### src/rtl/fpalu_pipe.sv
// fpalu_pipe: 4-stage ADD/SUB/MUL/PASS on left-aligned FP, always normalised, zero/ovf/unf flags.
// Latency 4, 1 op/cycle; every stage holds while out_valid && !out_ready (in_ready mirrors advance).
module fpalu_pipe #(
  parameter int EXP_W = 6,
  parameter int MAN_W = 22,
  parameter int MUL_W = 11,
  parameter int TAG_W = 5
) (
  input  logic             clk,
  input  logic             rst_n,
  input  logic             in_valid,
  output logic             in_ready,
  input  logic [1:0]       in_op,
  input  logic             in_a_sgn,
  input  logic [EXP_W-1:0] in_a_exp,
  input  logic [MAN_W-1:0] in_a_man,
  input  logic             in_b_sgn,
  input  logic [EXP_W-1:0] in_b_exp,
  input  logic [MAN_W-1:0] in_b_man,
  input  logic [TAG_W-1:0] in_tag,
  output logic             out_valid,
  input  logic             out_ready,
  output logic             out_sgn,
  output logic [EXP_W-1:0] out_exp,
  output logic [MAN_W-1:0] out_man,
  output logic [TAG_W-1:0] out_tag,
  output logic             out_zero,
  output logic             out_ovf,
  output logic             out_unf
);

  localparam int W    = MAN_W + 2;
  localparam int PW   = 2 * MUL_W;
  localparam int XW   = EXP_W + 2 + $clog2(MAN_W + 3);
  localparam int LZW  = $clog2(W + 1);
  localparam int BIAS = (1 << (EXP_W - 1)) - 1;
  localparam logic signed [XW-1:0] EMAX = XW'((1 << EXP_W) - 1);

  typedef enum logic [1:0] {OP_PASS = 2'b00, OP_ADD = 2'b01, OP_SUB = 2'b10, OP_MUL = 2'b11} op_e;

  // Mantissas in s1/s2 carry scale 2^MAN_W for add paths; the MUL product sits in l at scale 2^W.
  typedef struct packed {
    logic             sgn;
    logic             sub;
    logic             mul;
    logic             zero;
    logic [XW-1:0]    exp;
    logic [W-1:0]     l;
    logic [MAN_W-1:0] s;
    logic [EXP_W-1:0] sh;
    logic [TAG_W-1:0] tag;
  } s1_t;

  typedef struct packed {
    logic             sgn;
    logic             sub;
    logic             mul;
    logic             zero;
    logic [XW-1:0]    exp;
    logic [W-1:0]     l;
    logic [MAN_W-1:0] s;
    logic [TAG_W-1:0] tag;
  } s2_t;

  typedef struct packed {
    logic             sgn;
    logic             zero;
    logic [XW-1:0]    exp;
    logic [W-1:0]     v;
    logic [TAG_W-1:0] tag;
  } s3_t;

  logic advance;
  logic s1_vld, s2_vld, s3_vld;
  s1_t  s1_q, s1_n;
  s2_t  s2_q, s2_n;
  s3_t  s3_q, s3_n;

  assign advance  = out_ready | ~out_valid;
  assign in_ready = advance;

  // S1: zero detect, exponent-ordered swap, truncated product
  logic             a_zero, b_zero, b_eff;
  logic             l_sgn, s_sgn;
  logic [EXP_W-1:0] l_exp, s_exp;
  logic [MAN_W-1:0] l_man, s_man;
  logic [PW-1:0]    prod;

  always_comb begin
    a_zero = (in_a_man == '0);
    b_zero = (in_b_man == '0);
    b_eff  = in_b_sgn ^ (in_op == OP_SUB);
    prod   = PW'(in_a_man[MAN_W-1 -: MUL_W]) * PW'(in_b_man[MAN_W-1 -: MUL_W]);
    if (in_b_exp > in_a_exp) begin
      l_sgn = b_eff;    l_exp = in_b_exp; l_man = in_b_man;
      s_sgn = in_a_sgn; s_exp = in_a_exp; s_man = in_a_man;
    end else begin
      l_sgn = in_a_sgn; l_exp = in_a_exp; l_man = in_a_man;
      s_sgn = b_eff;    s_exp = in_b_exp; s_man = in_b_man;
    end
    // A zero L must not let its exponent shift the real operand away
    if (l_man == '0) begin
      l_sgn = s_sgn;
      l_exp = s_exp;
      l_man = s_man;
      s_man = '0;
    end

    s1_n      = '0;
    s1_n.sgn  = in_a_sgn;
    s1_n.zero = a_zero;
    s1_n.exp  = XW'(in_a_exp);
    s1_n.l    = W'(in_a_man);
    s1_n.tag  = in_tag;
    case (in_op)
      OP_ADD, OP_SUB: begin
        s1_n.sgn  = l_sgn;
        s1_n.sub  = l_sgn ^ s_sgn;
        s1_n.zero = (l_man == '0);
        s1_n.exp  = XW'(l_exp);
        s1_n.l    = W'(l_man);
        s1_n.s    = s_man;
        s1_n.sh   = (s_man == '0) ? '0 : (l_exp - s_exp);
      end
      OP_MUL: begin
        s1_n.sgn  = in_a_sgn ^ in_b_sgn;
        s1_n.mul  = 1'b1;
        s1_n.zero = a_zero | b_zero;
        s1_n.exp  = XW'(in_a_exp) + XW'(in_b_exp) - XW'(BIAS);
        s1_n.l    = W'(prod) << (W - PW);
      end
      default: ;
    endcase
  end

  // S2: align the smaller operand
  always_comb begin
    s2_n.sgn  = s1_q.sgn;
    s2_n.sub  = s1_q.sub;
    s2_n.mul  = s1_q.mul;
    s2_n.zero = s1_q.zero;
    s2_n.exp  = s1_q.exp;
    s2_n.l    = s1_q.l;
    s2_n.tag  = s1_q.tag;
    s2_n.s    = (32'(s1_q.sh) >= MAN_W) ? '0 : (s1_q.s >> s1_q.sh);
  end

  // S3: magnitude add/subtract; v is rescaled to 2^W so MUL and ADD share one normaliser
  logic [W-1:0] sum;

  always_comb begin
    sum      = '0;
    s3_n.sgn = s2_q.sgn;
    s3_n.tag = s2_q.tag;
    if (s2_q.mul) begin
      s3_n.v   = s2_q.l;
      s3_n.exp = s2_q.exp;
    end else begin
      if (s2_q.sub) begin
        sum = s2_q.l - W'(s2_q.s);
        if (sum[W-1]) begin
          sum      = -sum;
          s3_n.sgn = ~s2_q.sgn;
        end
      end else begin
        sum = s2_q.l + W'(s2_q.s);
      end
      s3_n.v   = sum << 1;
      s3_n.exp = s2_q.exp + XW'(1);
    end
    s3_n.zero = s2_q.zero | (s3_n.v == '0);
    if (s3_n.zero) s3_n.sgn = 1'b0;
  end

  // S4: leading-zero normalise, then saturate or flush
  logic [LZW-1:0]         lz;
  logic                   found;
  logic signed [XW-1:0]   e4;
  logic [MAN_W-1:0]       m4;

  always_comb begin
    lz    = '0;
    found = 1'b0;
    for (int i = W - 1; i >= 0; i--) begin
      if (!found && s3_q.v[i]) begin
        lz    = LZW'(W - 1 - i);
        found = 1'b1;
      end
    end
    e4 = $signed(s3_q.exp) - $signed(XW'(lz));
    m4 = MAN_W'((s3_q.v << lz) >> (W - MAN_W));
  end

  always_ff @(posedge clk or negedge rst_n) begin
    if (!rst_n) begin
      s1_vld    <= 1'b0;
      s2_vld    <= 1'b0;
      s3_vld    <= 1'b0;
      s1_q      <= '0;
      s2_q      <= '0;
      s3_q      <= '0;
      out_valid <= 1'b0;
      out_sgn   <= 1'b0;
      out_exp   <= '0;
      out_man   <= '0;
      out_tag   <= '0;
      out_zero  <= 1'b0;
      out_ovf   <= 1'b0;
      out_unf   <= 1'b0;
    end else if (advance) begin
      s1_vld    <= in_valid;
      s2_vld    <= s1_vld;
      s3_vld    <= s2_vld;
      out_valid <= s3_vld;
      s1_q      <= s1_n;
      s2_q      <= s2_n;
      s3_q      <= s3_n;
      out_tag   <= s3_q.tag;
      if (s3_q.zero) begin
        out_sgn  <= 1'b0;
        out_exp  <= '0;
        out_man  <= '0;
        out_zero <= 1'b1;
        out_ovf  <= 1'b0;
        out_unf  <= 1'b0;
      end else if (e4 < 0) begin
        out_sgn  <= 1'b0;
        out_exp  <= '0;
        out_man  <= '0;
        out_zero <= 1'b0;
        out_ovf  <= 1'b0;
        out_unf  <= 1'b1;
      end else if (e4 > EMAX) begin
        out_sgn  <= s3_q.sgn;
        out_exp  <= '1;
        out_man  <= '1;
        out_zero <= 1'b0;
        out_ovf  <= 1'b1;
        out_unf  <= 1'b0;
      end else begin
        out_sgn  <= s3_q.sgn;
        out_exp  <= e4[EXP_W-1:0];
        out_man  <= m4;
        out_zero <= 1'b0;
        out_ovf  <= 1'b0;
        out_unf  <= 1'b0;
      end
    end
  end

endmodule

### config.mk
export PLATFORM = sky130hd
export DESIGN_NAME = fpalu_pipe
export DESIGN_NICKNAME = d
export VERILOG_FILES = /design/src/rtl/fpalu_pipe.sv
export SDC_FILE = /design/constraint.sdc
export NUM_CORES = 1
export LEC_CHECK = 0
export BUFFER_PORTS_ARGS = -buffer_cell sky130_fd_sc_hd__buf_2
export CAP_MARGIN = 30
export CORE_MARGIN = 2
export CORE_UTILIZATION = 63
export CTS_CLUSTER_DIAMETER = 60
export DETAILED_ROUTE_END_ITERATION = 6
export PLACE_DENSITY = 0.82
export SETUP_SLACK_MARGIN = 0.05
export SKIP_LAST_GASP = 1
export SYNTH_ARGS = -nofsm -noshare
export SYNTH_HDL_FRONTEND = slang
export SYNTH_SLANG_ARGS = --single-unit
### constraint.sdc
create_clock -name clk -period 5.4 [get_ports clk]
set_input_delay 1.35 -clock clk [delete_from_list [all_inputs] [get_ports clk]]
set_output_delay 1.35 -clock clk [all_outputs]
set_load 0.01 [all_outputs]
==> results.cfg, run 1 <==
[clocking]
clk_pin_slew_ns = 0.06
cts_max_level = 1
cts-root-buf = clkbuf_16
ctsLongestPathBuffers = 3
hold_buffers = 0
clk_latency_ns = 0.55
clkSinkCount = 217
cts_inserted_buffers = 27
cts_tree = yes

[synthesis]
synth-seq-cells = 217
synth_cells = 2347
synth_most_common_cell = nand2_1
yosysSeqAreaShare_pct = 27.8
synth_warnings = 0
ys_top_cells_by_count = nand2_1 (434), dfrtp_1 (217), inv_1 (188)
syn_area_per_cell_um2 = 8.32
syn-num-nets = 2637
synth_area_mm2 = 0.0195
async_flop_share_pct = 100
synth_top_cell_area_share_pct = 27.8
yosys.area.top_type = dfrtp_1
synth_ff_type = dfrtp_1
ys_top_cells_by_area = dfrtp_1 (28%), fa_1 (8.7%), ha_1 (8.7%), nand2_1 (8.3%), mux2i_1 (4.3%)
synth_edf_count = 0
ys_types = 99

[timing]
max-slew-margin-rel_pct = 26.9
worst_pin_slew_ns = 1.09
setup_slack_ns = -0.164
hold_violations = 0
rsz0062_at_grt = yes
min_period_ns = 5.56
setup_viol = 7
finalClockSkew_ns = 0.0269
maxSlewViolCount = 0
max_clock_freq_mhz = 180
fin_hold_ws_ns = 0.458
timing.final.crit_share_pct = 103

[run_status]
status = finished with violations
violations = setup timing

[floorplan]
die_x_um = 180
io_pins = 108
core_area_mm2 = 0.0306
dieArea_mm2 = 0.0324
fp.dieH_um = 180
fp-row-count = 64
start_util_pct = 63.9

[job]
cap_viol_max_count = 0

[global_routing]
grtUsageTotal_pct = 35.8
grt_pass1_vias = 17900
overflow = 0
antenna_found_initial = 4
grt_pass1_wl_um = 94100
grt_max_degree = 192

[pwr]
switching_share_pct = 49.5
combPwrFrac_pct = 70.0
p_sw_uw = 8150
seq_power_share_pct = 18.7
power_frac_clock_pct = 11.3
internal-power_uw = 8330
ir_worst_vdd_mv = 0.340
powerDensity_mw_per_mm2 = 731
p_leak_uw = 0.0108

[final_layout]
fill_cells = 2315
syn_to_final_growth_pct = 15.4
nNetsFinal = 2768
drive_gt1_share_pct = 16.5
final_core_util_pct = 73.7

[route]
vias = 18200
remaining_drc_errors = 0
wl_um = 58600
dr.pass1.iters = 6
ant_nets = 0
drtIter0Drc = 1642
vias_per_cell = 6.27
wl_per_cell_um = 20.2

[worst_setup_path]
arrival_ns = 5.98
endpoint_kind = flop
worstSetupStartpointType = input port
critPathRequiredTime_ns = 5.81
path_class = in2reg
crit_path_max_fanout = 8

[placement]
gp_congestion = 0.958
port_buffers = 107
dp_hpwl_um = 44400

[hold_path]
hp-class = reg2reg
-- worst max-delay path: stages --
cell and delay [ns]:
buf_12 0.11, and2_4 0.15, fa_1 0.54, inv_2 0.05, fa_1 0.50, inv_2 0.05, fa_1 0.46, fa_1 0.58
fa_1 0.46, ha_4 0.27, and3_4 0.17, a21oi_2 0.12, o21ai_2 0.09, o21ai_2 0.12, nand2b_1 0.10, a21oi_4 0.15
buf_6 0.13, o41ai_4 0.06, xor2_1 0.18, a222oi_1 0.23, a21oi_1 0.10
-- through the flow --
step,total power (uW),area [um^2],worst slack [ns],instances,setup TNS (ns)
3_5_place_dp,13900,21200,-0.888,2832,-8.24
3_3_place_gp,13700,21200,-0.769,2832,-6.98
2_1_floorplan,10800,19800,-0.535,2347,-3.11
6_report,16500,22600,-0.164,2896,-0.761
4_1_cts,16000,22300,-0.189,2887,-0.677
5_1_grt,17700,22500,-0.289,2894,-1.83
-- registers in the layout, summed over array words and instances (netlist names), 5 cells and up --
signal and flops:
out_tag 5, s1_q 69, s3_q 44, s2_q 63, out_exp 6, out_man 22
-- power groups by stage --
stage | Combinational, uW | Sequential (uW) | Clock [uW]
2_1_floorplan | 8020 | 2810 | 0
3_3_place_gp | 10600 | 3050 | 0
3_5_place_dp | 10800 | 3080 | 0
4_1_cts | 11000 | 3060 | 1880
5_1_grt | 12500 | 3170 | 1950
6_report | 11500 | 3080 | 1860
-- layout by cell type, fill, tap and decap left out, drive strengths merged, types with 84 or more instances in the layout --
cell and n:
buf 241, nor2 151, ha 136, nand2 435, fa 85, o21ai 130
inv 196, a21oi 157, mux2i 84, dfrtp 217
-- metal layers --
metal	track usage (%)	part of all wire (%)	wire length [um]
met1	47.8	42	24400
met2	58.9	47	27400
met3	5.52	7.5	4410
met4	14.0	4.0	2340
met5	0	0.046	27
-- layout make-up --
cell class	instances	area, um^2	share of cell area (%)
clock buffer	36	749	3.32
clock inverter	13	175	0.777
sequential	217	5430	24.1
inverter	192	726	3.22
antenna	2	5.00	0.0222
timing repair buffer	243	1820	8.05
tap	396	495	2.20
multi-input combinational	1797	13200	58.3
-- cell families after synthesis --
logic type,after synthesis,synth area share (%)
simple gates,823,19.0
compound gates,564,19.1
buf+inv,333,6.88
fa+ha+maj,221,17.4
flops,217,27.8
mux,101,5.75
xor+xnor,88,4.08
-- timing repair --
item,4_1_cts,5_1_grt
hold endpoints to repair,0,0
buffers inserted,6,7
setup endpoints to repair,10,37
pin swaps,34,40
gates resized for setup,60,39
-- final timing paths --
| check | endpoint | slack [ns] | startpoint | cells past startpoint |
|---|---|---|---|---|
| max | s1_q[54] | -0.16 | in_b_man[16] | 21 |
| min | s3_vld | 0.46 | s3_vld | 2 |
| max reg2reg | s3_q[42] | 0.25 | s2_q[27] | 17 |
| min reg2reg | s3_vld | 0.46 | s3_vld | 2 |
| max in group asynchronous | out_man[15] | 3.61 | rst_n | 2 |
| min in group asynchronous | s1_q[19] | 0.80 | rst_n | 1 |
(Power assumes the default switching activity.)
==> inputs of run 2 (changes only) <==
CORE_UTILIZATION = 51   (was 63)
MAX_ROUTING_LAYER = met4   (was unset)
PLACE_DENSITY = 0.71   (was 0.82)
clock period = 4.5 ns   (was 5.4 ns; I/O delays follow)
==> results.cfg, run 2 (same netlist as run 1, synthesis figures left out) <==
[run_status]
status = finished with violations
violations = DRC, setup timing

[timing]
setup_slack_ns = -0.827
worst_pin_slew_ns = 0.968
max_clock_freq_mhz = 188
tns_ns = -7.61
setup_viol = 16
max-slew-margin-rel_pct = 35.5
min_period_ns = 5.33
fin_hold_ws_ns = 0.466
maxSlewViolCount = 0
rsz0062_at_grt = yes
finalClockSkew_ns = 0.0318
hold_violations = 0
timing.final.crit_share_pct = 118

[clocking]
clk_pin_slew_ns = 0.06
clkSinkCount = 217
ctsLongestPathBuffers = 3
cts_tree = yes
clk_latency_ns = 0.58
cts_max_level = 1
cts_inserted_buffers = 28
cts-root-buf = clkbuf_16

[final_layout]
nNetsFinal = 2960
mostFrequentLayoutCell = nand2_1
top_register = s1_q
largestRegisters = s1_q x69, s2_q x63, s3_q x44
largest_register_ffs = 69
mostFrequentLayoutCells = nand2_1 (412), buf_4 (302), dfrtp_1 (217)
syn_to_final_growth_pct = 27.0
drive_gt1_share_pct = 25.6

[global_routing]
grt_max_degree = 118
overflow = 0
antenna_found_initial = 5
use_met1_pct = 41.7
grtUsageMet2_pct = 55.4
grt_pass1_vias = 18700
grt_pass1_wl_um = 100000
grt_busiest_layer = met2
grtUsageTotal_pct = 32.7
grt_util_met3_pct = 2.62

[worst_setup_path]
path_class = in2reg
endpoint_kind = flop
arrival_ns = 5.76
critPathRequiredTime_ns = 4.94
worstSetupStartpointType = input port
crit_path_max_fanout = 5

[placement]
dp_hpwl_um = 47400
port_buffers = 107
dp_slack_ns = -1.61
gp_congestion = 0.947

[floorplan]
start_util_pct = 51.9
io_pins = 108
die_x_um = 200
fp-row-count = 71
dieArea_mm2 = 0.0399
core_area_mm2 = 0.0377
fp.dieH_um = 200

[pwr]
total_power_uw = 23000
ir_worst_vdd_mv = 0.390
powerDensity_mw_per_mm2 = 926
p_leak_uw = 0.0119

[route]
drtIter0Drc = 1559
ant_nets = 0
vias = 18500
remaining_drc_errors = 5
dr.pass1.iters = 7
wl_per_cell_um = 19.6
vias_per_cell = 5.78
wl_um = 62700

[hold_path]
hp-class = reg2reg

[job]
cap_viol_max_count = 0
-- run 2: worst paths after layout --
path                         startpoint         end  slack [ns]  depth (start not counted)
max                        in_b_man[16]    s1_q[52]       -0.83                         20
min                            s1_q[33]    s2_q[27]        0.47                          2
max reg2reg                    s2_q[27]    s3_q[43]       -0.09                         18
min reg2reg                    s1_q[33]    s2_q[27]        0.47                          2
max in group asynchronous         rst_n    s1_q[15]        2.97                          2
min in group asynchronous         rst_n  out_man[8]        0.62                          1
-- run 2: layer usage --
| layer | up-vias | routed length, um |
|---|---|---|
| met1 | 9032 | 26600 |
| met3 | 124 | 3450 |
| met2 | 624 | 30900 |
| met4 | 0 | 1750 |
| li1 | 8768 | - |
| met5 | - | 0 |
-- run 2: cell type report --
| type | count | area, um^2 |
|---|---|---|
| Clock buffer | 34 | 753 |
| Inverter | 192 | 726 |
| Clock inverter | 17 | 246 |
| Antenna cell | 5 | 12.5 |
| Multi-Input combinational cell | 1797 | 13600 |
| Fill cell | 3166 | 12900 |
| Timing Repair Buffer | 434 | 3360 |
| Sequential cell | 217 | 5430 |
| Tap cell | 511 | 639 |
-- run 2: critical path, cell delays in order --
cell and delay [ns]:
buf_6 0.11, and2_1 0.17, fa_1 0.54, inv_1 0.05
fa_1 0.46, fa_1 0.50, inv_1 0.05, fa_1 0.45
fa_1 0.54, ha_4 0.22, and3_4 0.17, a21oi_2 0.12
o21ai_2 0.09, o21ai_2 0.14, nand2b_1 0.12, a21oi_4 0.23
o21ai_2 0.11, xnor2_1 0.13, a222oi_1 0.34, a21oi_1 0.11
-- run 2: report_power, final --
part / switching, uW / internal (uW) / total (uW)
Clock: 944 / 1440 / 2390
Sequential: 790 / 2790 / 3580
Combinational: 9090 / 7930 / 17000
-- run 2: what timing repair did --
item / in CTS / in global routing
resized for setup: 142 / 89
pin swaps: 84 / 68
hold buffers: 0 / 0
setup endpoints to repair: 23 / 49
endpoints found under the hold margin: 0 / 0
setup buffers: 24 / 15
gates cloned: 2 / 1
-- run 2: metrics by stage --
stage                     std cells  instance area, um^2  utilization, %
after CTS                      3191                24400            64.8
after global routing           3207                24800            65.9
after global placement         3114                22600            60.0
final                          3207                24800            65.9
after floorplan                2347                19900               -
after detailed placement       3115                22600            60.1
